===== config.mk =====
export PLATFORM = sky130hd
export DESIGN_NAME = spi_tx_feeder_flat
export DESIGN_NICKNAME = d
export VERILOG_FILES = /design/src/rtl/spi_pkg.sv /design/src/rtl/spi_tx_feeder_if.sv /design/src/rtl/spi_tx_feeder_byte_fifo.sv /design/src/rtl/spi_tx_feeder.sv /design/src/flat_wrapper.sv
export SDC_FILE = /design/constraint.sdc
export NUM_CORES = 1
export LEC_CHECK = 0
export ABC_AREA = 1
export CAP_MARGIN = 5
export CORE_MARGIN = 4
export CORE_UTILIZATION = 48
export CTS_CLUSTER_DIAMETER = 100
export DETAILED_ROUTE_END_ITERATION = 16
export GPL_TIMING_DRIVEN = 0
export PLACE_DENSITY_LB_ADDON = 0.1
export SLEW_MARGIN = 20
export SYNTH_ARGS = -nofsm -noshare
export SYNTH_HDL_FRONTEND = slang
export SYNTH_SLANG_ARGS = --single-unit

===== constraint.sdc =====
create_clock -name clk_i -period 3.5 [get_ports clk_i]
set_input_delay 0.875 -clock clk_i [delete_from_list [all_inputs] [get_ports clk_i]]
set_output_delay 0.875 -clock clk_i [all_outputs]
set_load 0.1 [all_outputs]

===== src/rtl/spi_pkg.sv =====
// Shared definitions for the SPI transmit feeder: byte width, defaults and FSM encoding.
package spi_pkg;
  localparam int SPI_BYTE_W  = 8;
  localparam int DEF_DEPTH   = 8;
  localparam int DEF_TIMEOUT = 16;

  typedef enum logic [1:0] {
    ST_IDLE,
    ST_ISSUE,
    ST_WAIT_START,
    ST_WAIT_DONE
  } feeder_state_e;
endpackage


===== src/rtl/spi_tx_feeder_if.sv =====
// Producer / SPI-master facing signal bundle of the transmit feeder.
interface spi_tx_feeder_if #(
  parameter int DEPTH = 8
);
  import spi_pkg::*;
  localparam int LW = $clog2(DEPTH) + 1;

  logic                  wr_en;
  logic [SPI_BYTE_W-1:0] wr_data;
  logic                  full;
  logic                  empty;
  logic [LW-1:0]         level;
  logic                  send;
  logic [SPI_BYTE_W-1:0] send_data;
  logic                  data_ready;
  logic                  busy;
  logic                  byte_done;
  logic                  overflow;
  logic                  stall_err;
  logic                  clr_err;

  modport slave (
    input  wr_en, wr_data, data_ready, clr_err,
    output full, empty, level, send, send_data, busy, byte_done, overflow, stall_err
  );

  modport master (
    output wr_en, wr_data, data_ready, clr_err,
    input  full, empty, level, send, send_data, busy, byte_done, overflow, stall_err
  );
endinterface


===== src/rtl/spi_tx_feeder_byte_fifo.sv =====
// Byte FIFO with wrap-bit pointers; status flags derive only from registered pointers.
module byte_fifo #(
  parameter int DEPTH = 8,
  parameter int W     = 8
) (
  input  logic                     clk_i,
  input  logic                     rst_i,
  input  logic                     push_i,
  input  logic [W-1:0]             wdata_i,
  input  logic                     pop_i,
  output logic [W-1:0]             rdata_o,
  output logic                     full_o,
  output logic                     empty_o,
  output logic [$clog2(DEPTH):0]   level_o
);
  localparam int AW = $clog2(DEPTH);
  localparam logic [AW:0] PTR_ONE = (AW+1)'(1);

  logic [AW:0]  wr_ptr_q, rd_ptr_q;
  logic [W-1:0] mem_q [DEPTH];
  logic         do_push, do_pop;

  assign level_o = wr_ptr_q - rd_ptr_q;
  assign empty_o = (wr_ptr_q == rd_ptr_q);
  assign full_o  = (wr_ptr_q[AW] != rd_ptr_q[AW]) &&
                   (wr_ptr_q[AW-1:0] == rd_ptr_q[AW-1:0]);
  assign rdata_o = mem_q[rd_ptr_q[AW-1:0]];

  // full is judged on pre-pop state, so a write while full is dropped even if a pop coincides
  assign do_push = push_i && !full_o;
  assign do_pop  = pop_i && !empty_o;

  always_ff @(posedge clk_i) begin
    if (rst_i) begin
      wr_ptr_q <= '0;
      rd_ptr_q <= '0;
    end else begin
      if (do_push) wr_ptr_q <= wr_ptr_q + PTR_ONE;
      if (do_pop)  rd_ptr_q <= rd_ptr_q + PTR_ONE;
    end
  end

  always_ff @(posedge clk_i) begin
    if (do_push && !rst_i) mem_q[wr_ptr_q[AW-1:0]] <= wdata_i;
  end
endmodule


===== src/rtl/spi_tx_feeder.sv =====
// Feeds queued bytes to an SPI master one transfer at a time, with overflow/stall reporting.
module spi_tx_feeder
  import spi_pkg::*;
#(
  parameter int DEPTH   = DEF_DEPTH,
  parameter int TIMEOUT = DEF_TIMEOUT
) (
  input logic            clk_i,
  input logic            rst_i,
  spi_tx_feeder_if.slave bus
);
  localparam int LW = $clog2(DEPTH) + 1;
  localparam int CW = $clog2(TIMEOUT + 1);
  localparam logic [CW-1:0] CNT_ONE = CW'(1);
  localparam logic [CW-1:0] CNT_MAX = CW'(TIMEOUT);

  feeder_state_e         state_q, state_d;
  logic [CW-1:0]         cnt_q, cnt_d;
  logic [SPI_BYTE_W-1:0] send_data_q, send_data_d;
  logic                  byte_done_q, byte_done_d;
  logic                  ovf_q, ovf_d;
  logic                  stall_q, stall_d;
  logic                  stall_set, pop;

  logic                  fifo_full, fifo_empty;
  logic [LW-1:0]         fifo_level;
  logic [SPI_BYTE_W-1:0] fifo_rdata;

  byte_fifo #(.DEPTH(DEPTH), .W(SPI_BYTE_W)) u_fifo (
    .clk_i   (clk_i),
    .rst_i   (rst_i),
    .push_i  (bus.wr_en),
    .wdata_i (bus.wr_data),
    .pop_i   (pop),
    .rdata_o (fifo_rdata),
    .full_o  (fifo_full),
    .empty_o (fifo_empty),
    .level_o (fifo_level)
  );

  always_comb begin
    state_d     = state_q;
    cnt_d       = '0;
    send_data_d = send_data_q;
    byte_done_d = 1'b0;
    stall_set   = 1'b0;
    pop         = 1'b0;
    case (state_q)
      ST_IDLE: begin
        if (!fifo_empty && bus.data_ready) begin
          pop         = 1'b1;
          send_data_d = fifo_rdata;
          state_d     = ST_ISSUE;
        end
      end
      ST_ISSUE: begin
        cnt_d = cnt_q + CNT_ONE;
        if (!bus.data_ready) begin
          cnt_d   = '0;
          state_d = ST_WAIT_START;
        end else if (cnt_d == CNT_MAX) begin
          // master never took the request: the byte is abandoned
          cnt_d     = '0;
          stall_set = 1'b1;
          state_d   = ST_IDLE;
        end
      end
      // one dead cycle so the master cannot see send twice
      ST_WAIT_START: state_d = ST_WAIT_DONE;
      ST_WAIT_DONE: begin
        if (bus.data_ready) begin
          byte_done_d = 1'b1;
          state_d     = ST_IDLE;
        end
      end
      default: state_d = ST_IDLE;
    endcase

    ovf_d   = (bus.wr_en && fifo_full) ? 1'b1 : (bus.clr_err ? 1'b0 : ovf_q);
    stall_d = stall_set ? 1'b1 : (bus.clr_err ? 1'b0 : stall_q);
  end

  always_ff @(posedge clk_i) begin
    if (rst_i) begin
      state_q     <= ST_IDLE;
      cnt_q       <= '0;
      send_data_q <= '0;
      byte_done_q <= 1'b0;
      ovf_q       <= 1'b0;
      stall_q     <= 1'b0;
    end else begin
      state_q     <= state_d;
      cnt_q       <= cnt_d;
      send_data_q <= send_data_d;
      byte_done_q <= byte_done_d;
      ovf_q       <= ovf_d;
      stall_q     <= stall_d;
    end
  end

  assign bus.full      = fifo_full;
  assign bus.empty     = fifo_empty;
  assign bus.level     = fifo_level;
  assign bus.send      = (state_q == ST_ISSUE);
  assign bus.busy      = (state_q != ST_IDLE);
  assign bus.send_data = send_data_q;
  assign bus.byte_done = byte_done_q;
  assign bus.overflow  = ovf_q;
  assign bus.stall_err = stall_q;
endmodule

===== src/flat_wrapper.sv =====
// flat-port wrapper written by rule: the top's interface ports become plain ports
module spi_tx_feeder_flat import spi_pkg::*;
#(
  parameter int DEPTH   = DEF_DEPTH,
  parameter int TIMEOUT = DEF_TIMEOUT
)
  (clk_i, rst_i, bus_wr_en, bus_wr_data, bus_data_ready, bus_clr_err, bus_full, bus_empty, bus_level, bus_send, bus_send_data, bus_busy, bus_byte_done, bus_overflow, bus_stall_err);
  spi_tx_feeder_if #(.DEPTH(DEPTH)) bus_i ();
  input logic clk_i;
  input logic rst_i;
  input wire logic [$bits(bus_i.wr_en)-1:0] bus_wr_en;
  input wire logic [$bits(bus_i.wr_data)-1:0] bus_wr_data;
  input wire logic [$bits(bus_i.data_ready)-1:0] bus_data_ready;
  input wire logic [$bits(bus_i.clr_err)-1:0] bus_clr_err;
  output wire logic [$bits(bus_i.full)-1:0] bus_full;
  output wire logic [$bits(bus_i.empty)-1:0] bus_empty;
  output wire logic [$bits(bus_i.level)-1:0] bus_level;
  output wire logic [$bits(bus_i.send)-1:0] bus_send;
  output wire logic [$bits(bus_i.send_data)-1:0] bus_send_data;
  output wire logic [$bits(bus_i.busy)-1:0] bus_busy;
  output wire logic [$bits(bus_i.byte_done)-1:0] bus_byte_done;
  output wire logic [$bits(bus_i.overflow)-1:0] bus_overflow;
  output wire logic [$bits(bus_i.stall_err)-1:0] bus_stall_err;
  assign bus_i.wr_en = bus_wr_en;
  assign bus_i.wr_data = bus_wr_data;
  assign bus_i.data_ready = bus_data_ready;
  assign bus_i.clr_err = bus_clr_err;
  assign bus_full = bus_i.full;
  assign bus_empty = bus_i.empty;
  assign bus_level = bus_i.level;
  assign bus_send = bus_i.send;
  assign bus_send_data = bus_i.send_data;
  assign bus_busy = bus_i.busy;
  assign bus_byte_done = bus_i.byte_done;
  assign bus_overflow = bus_i.overflow;
  assign bus_stall_err = bus_i.stall_err;
  spi_tx_feeder #(.DEPTH(DEPTH), .TIMEOUT(TIMEOUT)) u_core (.clk_i(clk_i), .rst_i(rst_i), .bus(bus_i));
endmodule

* Yosys cells after proc, flatten, opt, wreduce, memory -nomap -nowiden
Memory sizes are Yosys's and may differ from the RTL's. A register that Yosys moved wholly into a read port is not among the register bits.
Cells that the tools add are included.
** Operators by class
- Add/subtract/negate cells :: 4
- Equal/unequal tests :: 10
- Multiplexer cells :: 16
- Bitwise operators :: 3
- Reductions and logical operators :: 17
** Operator list (count)
- $mux W1 :: 11
- $add A4 B1 Y4 const B :: 2
- $mux W2 :: 4
- $pmux W2 S4 :: 1
- $logic_and A1 B1 Y1 :: 6
- $reduce_bool A2 Y1 :: 3
- $add A5 B1 Y5 const B :: 1
- $eq A5 B5 Y1 const B :: 1
- $eq A2 B2 Y1 const B :: 2
- $eq A4 B4 Y1 :: 1
- $reduce_or A4 Y1 :: 1
- $sub A4 B4 Y4 :: 1
- $eq A3 B3 Y1 :: 1
- $logic_not A1 Y1 :: 3
- $ne A3 B2 Y1 const B :: 1
- $not A1 Y1 :: 3
- $reduce_and A3 Y1 :: 1
- $eq A2 B1 Y1 const B :: 1
- $logic_not A2 Y1 :: 1
- $ne A2 B1 Y1 const B :: 1
- $ne A2 B2 Y1 const B :: 1
- $reduce_and A2 Y1 :: 1
- $reduce_or A2 Y1 :: 1
- $ne A1 B1 Y1 :: 1
** Storage, ports and cells
- Register bits :: 18
- Memory bits (writable) :: 64
- Output and inout port bits :: 19
- Word-level logic and storage cells :: 58
- Memories :: 1
** Memories
- u_core.u_fifo.mem_q :: depth 8, width 8, rd ports 1, clocked after memory_dff 1, wr ports 1, RTL line spi_tx_feeder_byte_fifo.sv:20 : logic [W-1:0] mem_q [DEPTH];

* Logic depth before layout (Yosys ltp)
- Word-level depth :: 7
- Gate-level depth with buffers :: 12
- Depth with buffers taken out :: 10

* Cells and area by module
From an unflattened synthesis, not the netlist that was laid out.
** Unflattened totals
- Cell total of the unflattened synthesis :: 396
- Area total of the unflattened synthesis :: 4036.4 um^2
** Modules (own cells, without submodules)
- byte_fifo :: times used 1, cells each 295, area each 3244.4 um^2
- spi_tx_feeder :: times used 1, cells each 101, area each 792.0 um^2

* Worst setup path after synthesis
Ideal clock, no wire load.
- Path type :: flip-flop to output port
- Start :: register u_core.u_fifo.rd_ptr_q[1]
- End :: output port bus_level[3]
- Arrival time :: 2841 ps
- Data required time :: 2625 ps
- Slack :: -216 ps
- Stages on the path, launching flop included :: 8
- Buffers on the path :: 2
- Path through :: dfxtp_1 > buf_4 > clkinv_1 > buf_4 > ha_1 > nand2_1 > o21ai_0 > xor2_1
** On the way
- Longest elaborated chain between the ends :: 1
** Ends and longest elaborated chain
- from (decl) :: RTL line spi_tx_feeder_byte_fifo.sv:19 : logic [AW:0] wr_ptr_q, rd_ptr_q;
- from (signal assigned) :: RTL line spi_tx_feeder_byte_fifo.sv:39 : if (do_pop) rd_ptr_q <= rd_ptr_q + PTR_ONE;
- $sub A4 B4 Y4 :: RTL line spi_tx_feeder_byte_fifo.sv:23 : assign level_o = wr_ptr_q - rd_ptr_q;
- to (decl) :: RTL line flat_wrapper.sv:17 : output wire logic [$bits(bus_i.level)-1:0] bus_level;
Every way passes these cells.

* Final worst setup path
- Start :: register u_core.u_fifo.wr_ptr_q[0]
- End :: output port bus_level[2]
** On the way
- Longest elaborated chain between the ends :: 1
** Ends and longest elaborated chain
- from (decl) :: RTL line spi_tx_feeder_byte_fifo.sv:19
- from (signal assigned) :: RTL line spi_tx_feeder_byte_fifo.sv:38 : if (do_push) wr_ptr_q <= wr_ptr_q + PTR_ONE;
- $sub A4 B4 Y4 :: RTL line spi_tx_feeder_byte_fifo.sv:23
Every way passes these cells.

==> flow_summary.yaml <==
run_status:
  status: "finished clean"
floorplanning:
  die_x_um: 98.5
  pin_count: 32
  die_h_um: 98.5
  die_area_sq_um: 9700
  rows: 32
  initial_core_util_pct: 50.1
  core-area_sq_um: 7850
power:
  leakage_nw: 1.88
  power.total_mw: 2.87
  powerDensity_nw_per_um2: 622
  ir_drop_uv: 285
timing:
  skew_ns: 0.0133
  period_share_pct: 97.0
  period_minus_slack_ns: 3.40
  slew_headroom_pct: 33.0
  max_clock_freq_mhz: 295
  report.final.slew_viol_count: 0
  setup_viol: 0
  max_slew.worst_pin.slew_ns: 0.996
  timing.final.ws_setup_ns: 0.105
  rsz0062_at_grt: "no"
  hold_viol: 0
min_path:
  min_from: "u_core.bus.send_data[4]"
  min-delay-path-class: "flop to flop"
  min_to: "u_core.bus.send_data[4]"
  hold_path_depth: 2
placement:
  post-place-cells: 540
  dp_hpwl_um: 5690
  numPortBuffers: 30
  dp_slack_ns: -0.399
  gp_congestion: 0.821
finish:
  nets: 470
  diodes: 0
  final_cell_count_no_fill: 556
  fillers: 678
  final_util_pct: 58.8
  area_growth_pct: 17.5
  drive_gt1_share_pct: 11.9
detailed_routing:
  viasPerCell: 4.94
  drc: 0
  wl_per_cell_um: 14.1
  vias: 2747
  drt-initial-drc-count: 87
  totalWireLength_um: 7860
  first_pass_iters: 4
  postRouteAntennaNets: 0
worst_setup_path:
  ff2ff_path_depth: 9
  endpoint_kind: "primary output"
  r2r_start: "u_core.u_fifo.rd_ptr_q[1]"
  rrSetupSlack_ns: 0.51
  rr_endpoint: "u_core.u_fifo.mem_q[6][7]"
  crit_path_start_kind: "flop"
  cp.required_ns: 2.62
  worstPathMaxFanout: 7
  arrival_ns: 2.52
  critical_path_class: "flop to primary output"
logic_synthesis:
  synthMuxAreaShare_pct: 0.255
  ys_ff_latch: 90
  yosysSeqAreaShare_pct: 62.1
  synth_compound_area_share_pct: 3.56
  yosys_warnings: 0
  synth.avg_cell_area_sq_um: 9.64
  synthTopCellsByArea: "edfxtp_1 49%, nand2_1 14%, dfxtp_1 13%"
  yosysUniqueCellTypes: 31
  synth-simple-area-share_pct: 23.6
  synth_top_area_cell: "edfxtp_1"
  synth_cells: 408
  synthXorXnorAreaFrac_pct: 1.11
  syn_area_sq_um: 3930
  yosys.area.top_type_share_pct: 48.9
  synth_top_family_by_area: "simple AND/OR/NAND/NOR gates"
  synthAdderAreaFrac_pct: 2.74
  syn_nets: 429
cts:
  cts_root_buf: "clkbuf_8"
  clock-sinks: 90
  cts_buffers: 9
  cts_setup_buffers: 0
  clk_pin_slew_worst_paths_ns: 0.09
  clock_path_buffers: 2
  clkLatencyLatePin_ns: 0.36
  ctsHoldBuffers: 0
  cts_max_level: 3
  cts_tree: "yes"
  cts.repair.resized: 22
grt:
  grt_pass1_vias: 2545
  gr-total-overflow: 0
  antenna_found_initial: 0
  grt_use_total_pct: 17.1
  grt_pass1_wl_um: 12900
  grt_max_degree: 16
flow_run:
  maxCapViolations: 0
## cell type report
| class | instances | area (sq um) | area share (%) |
|---|---|---|---|
| Tap cell | 102 | 128 | 2.76 |
| Clock inverter | 6 | 90.1 | 1.95 |
| Clock buffer | 10 | 128 | 2.76 |
| Inverter | 45 | 176 | 3.82 |
| Timing Repair Buffer | 30 | 293 | 6.34 |
| Sequential cell | 90 | 2440 | 52.9 |
| Multi-Input combinational cell | 259 | 1280 | 27.6 |
| Buffer | 14 | 85.1 | 1.84 |
## sequential cells by signal, indices dropped and copies added, names as in the netlist, named ones only
register,cells
u_core.bus.stall_err,1
u_core.bus.overflow,1
u_core.bus.send_data,8
u_core.cnt_q,5
u_core.u_fifo.wr_ptr_q,4
u_core.u_fifo.mem_q,64
u_core.state_q,1
u_core.bus.byte_done,1
u_core.u_fifo.rd_ptr_q,4
## cell usage after synthesis (all sizes together)
| library cell | instances |
|---|---|
| nand2 | 152 |
| edfxtp | 64 |
| inv | 42 |
| nand3 | 42 |
| dfxtp | 26 |
| a21oi | 21 |
| buf | 12 |
| nor2 | 12 |
| ha | 7 |
| nor3 | 7 |
| o21ai | 7 |
| xor2 | 4 |
| clkinv | 3 |
| nand4 | 3 |
| clkbuf | 2 |
| fa | 1 |
| mux2i | 1 |
| nor4 | 1 |
| xnor2 | 1 |
## logic make-up after synthesis
group	after synthesis
AND/OR/NAND/NOR	217
flip-flops	90
buffers and inverters	59
AO/OA/AOI/OAI	28
adder cells (fa/ha/maj)	8
XOR/XNOR	5
multiplexers	1
## placed cells by master (no fill, tap or decap), types with 9 or more instances in the layout
master	n
inv_1	39
nand2_1	149
clkbuf_8	9
a21oi_1	21
nor2_1	9
nand3_1	40
dfxtp_1	26
edfxtp_1	64
clkdlybuf4s50_1	24
## stage by stage
step,TNS [ns],area [sq um],hold WS [ns]
after CTS,0,4600,0.469
after floorplan,0,3950,0.445
after global routing,0,4620,0.485
after global placement,-0.727,4370,0.450
final,0,4620,0.469
after detailed placement,-0.846,4390,0.455
## worst max-delay path: stages (launching register included)
cell             delay, ns
dfxtp_1               0.53
inv_1                 0.23
ha_1                  0.28
fa_1                  0.41
xnor2_2               0.16
clkdlybuf4s15_2       0.57
## worst max path at each step
stage	startpoint	slack, ns	cells after the start	endpoint
6_report	u_core.u_fifo.wr_ptr_q[0]	0.10	5	bus_level[2]
4_1_cts	u_core.u_fifo.wr_ptr_q[0]	0.007	4	bus_level[0]
3_5_place_dp	u_core.u_fifo.rd_ptr_q[1]	-0.40	8	bus_level[3]
5_1_grt	u_core.u_fifo.wr_ptr_q[0]	0.004	5	bus_level[2]
2_1_floorplan	u_core.u_fifo.rd_ptr_q[1]	0.24	7	bus_level[3]
3_3_place_gp	u_core.u_fifo.rd_ptr_q[1]	-0.37	8	bus_level[3]
## layer usage
metal  track usage (%)  up-vias  wire (um)
met3              3.18       10        361
met1              25.6     1268       3960
met2              24.9       54       3430
met4              5.78        0        106
li1                  -     1415          -
met5                 0        -          0
## power by group
group / internal, mW / leakage (nW) / switching [mW] / total (mW)
registers: 1.18 / 0.790 / 0.0301 / 1.21
clock network: 0.405 / 0.107 / 0.373 / 0.778
logic: 0.224 / 0.983 / 0.661 / 0.885
total: 1.81 / 1.88 / 1.06 / 2.87
Power figures use the tool's default switching activity.
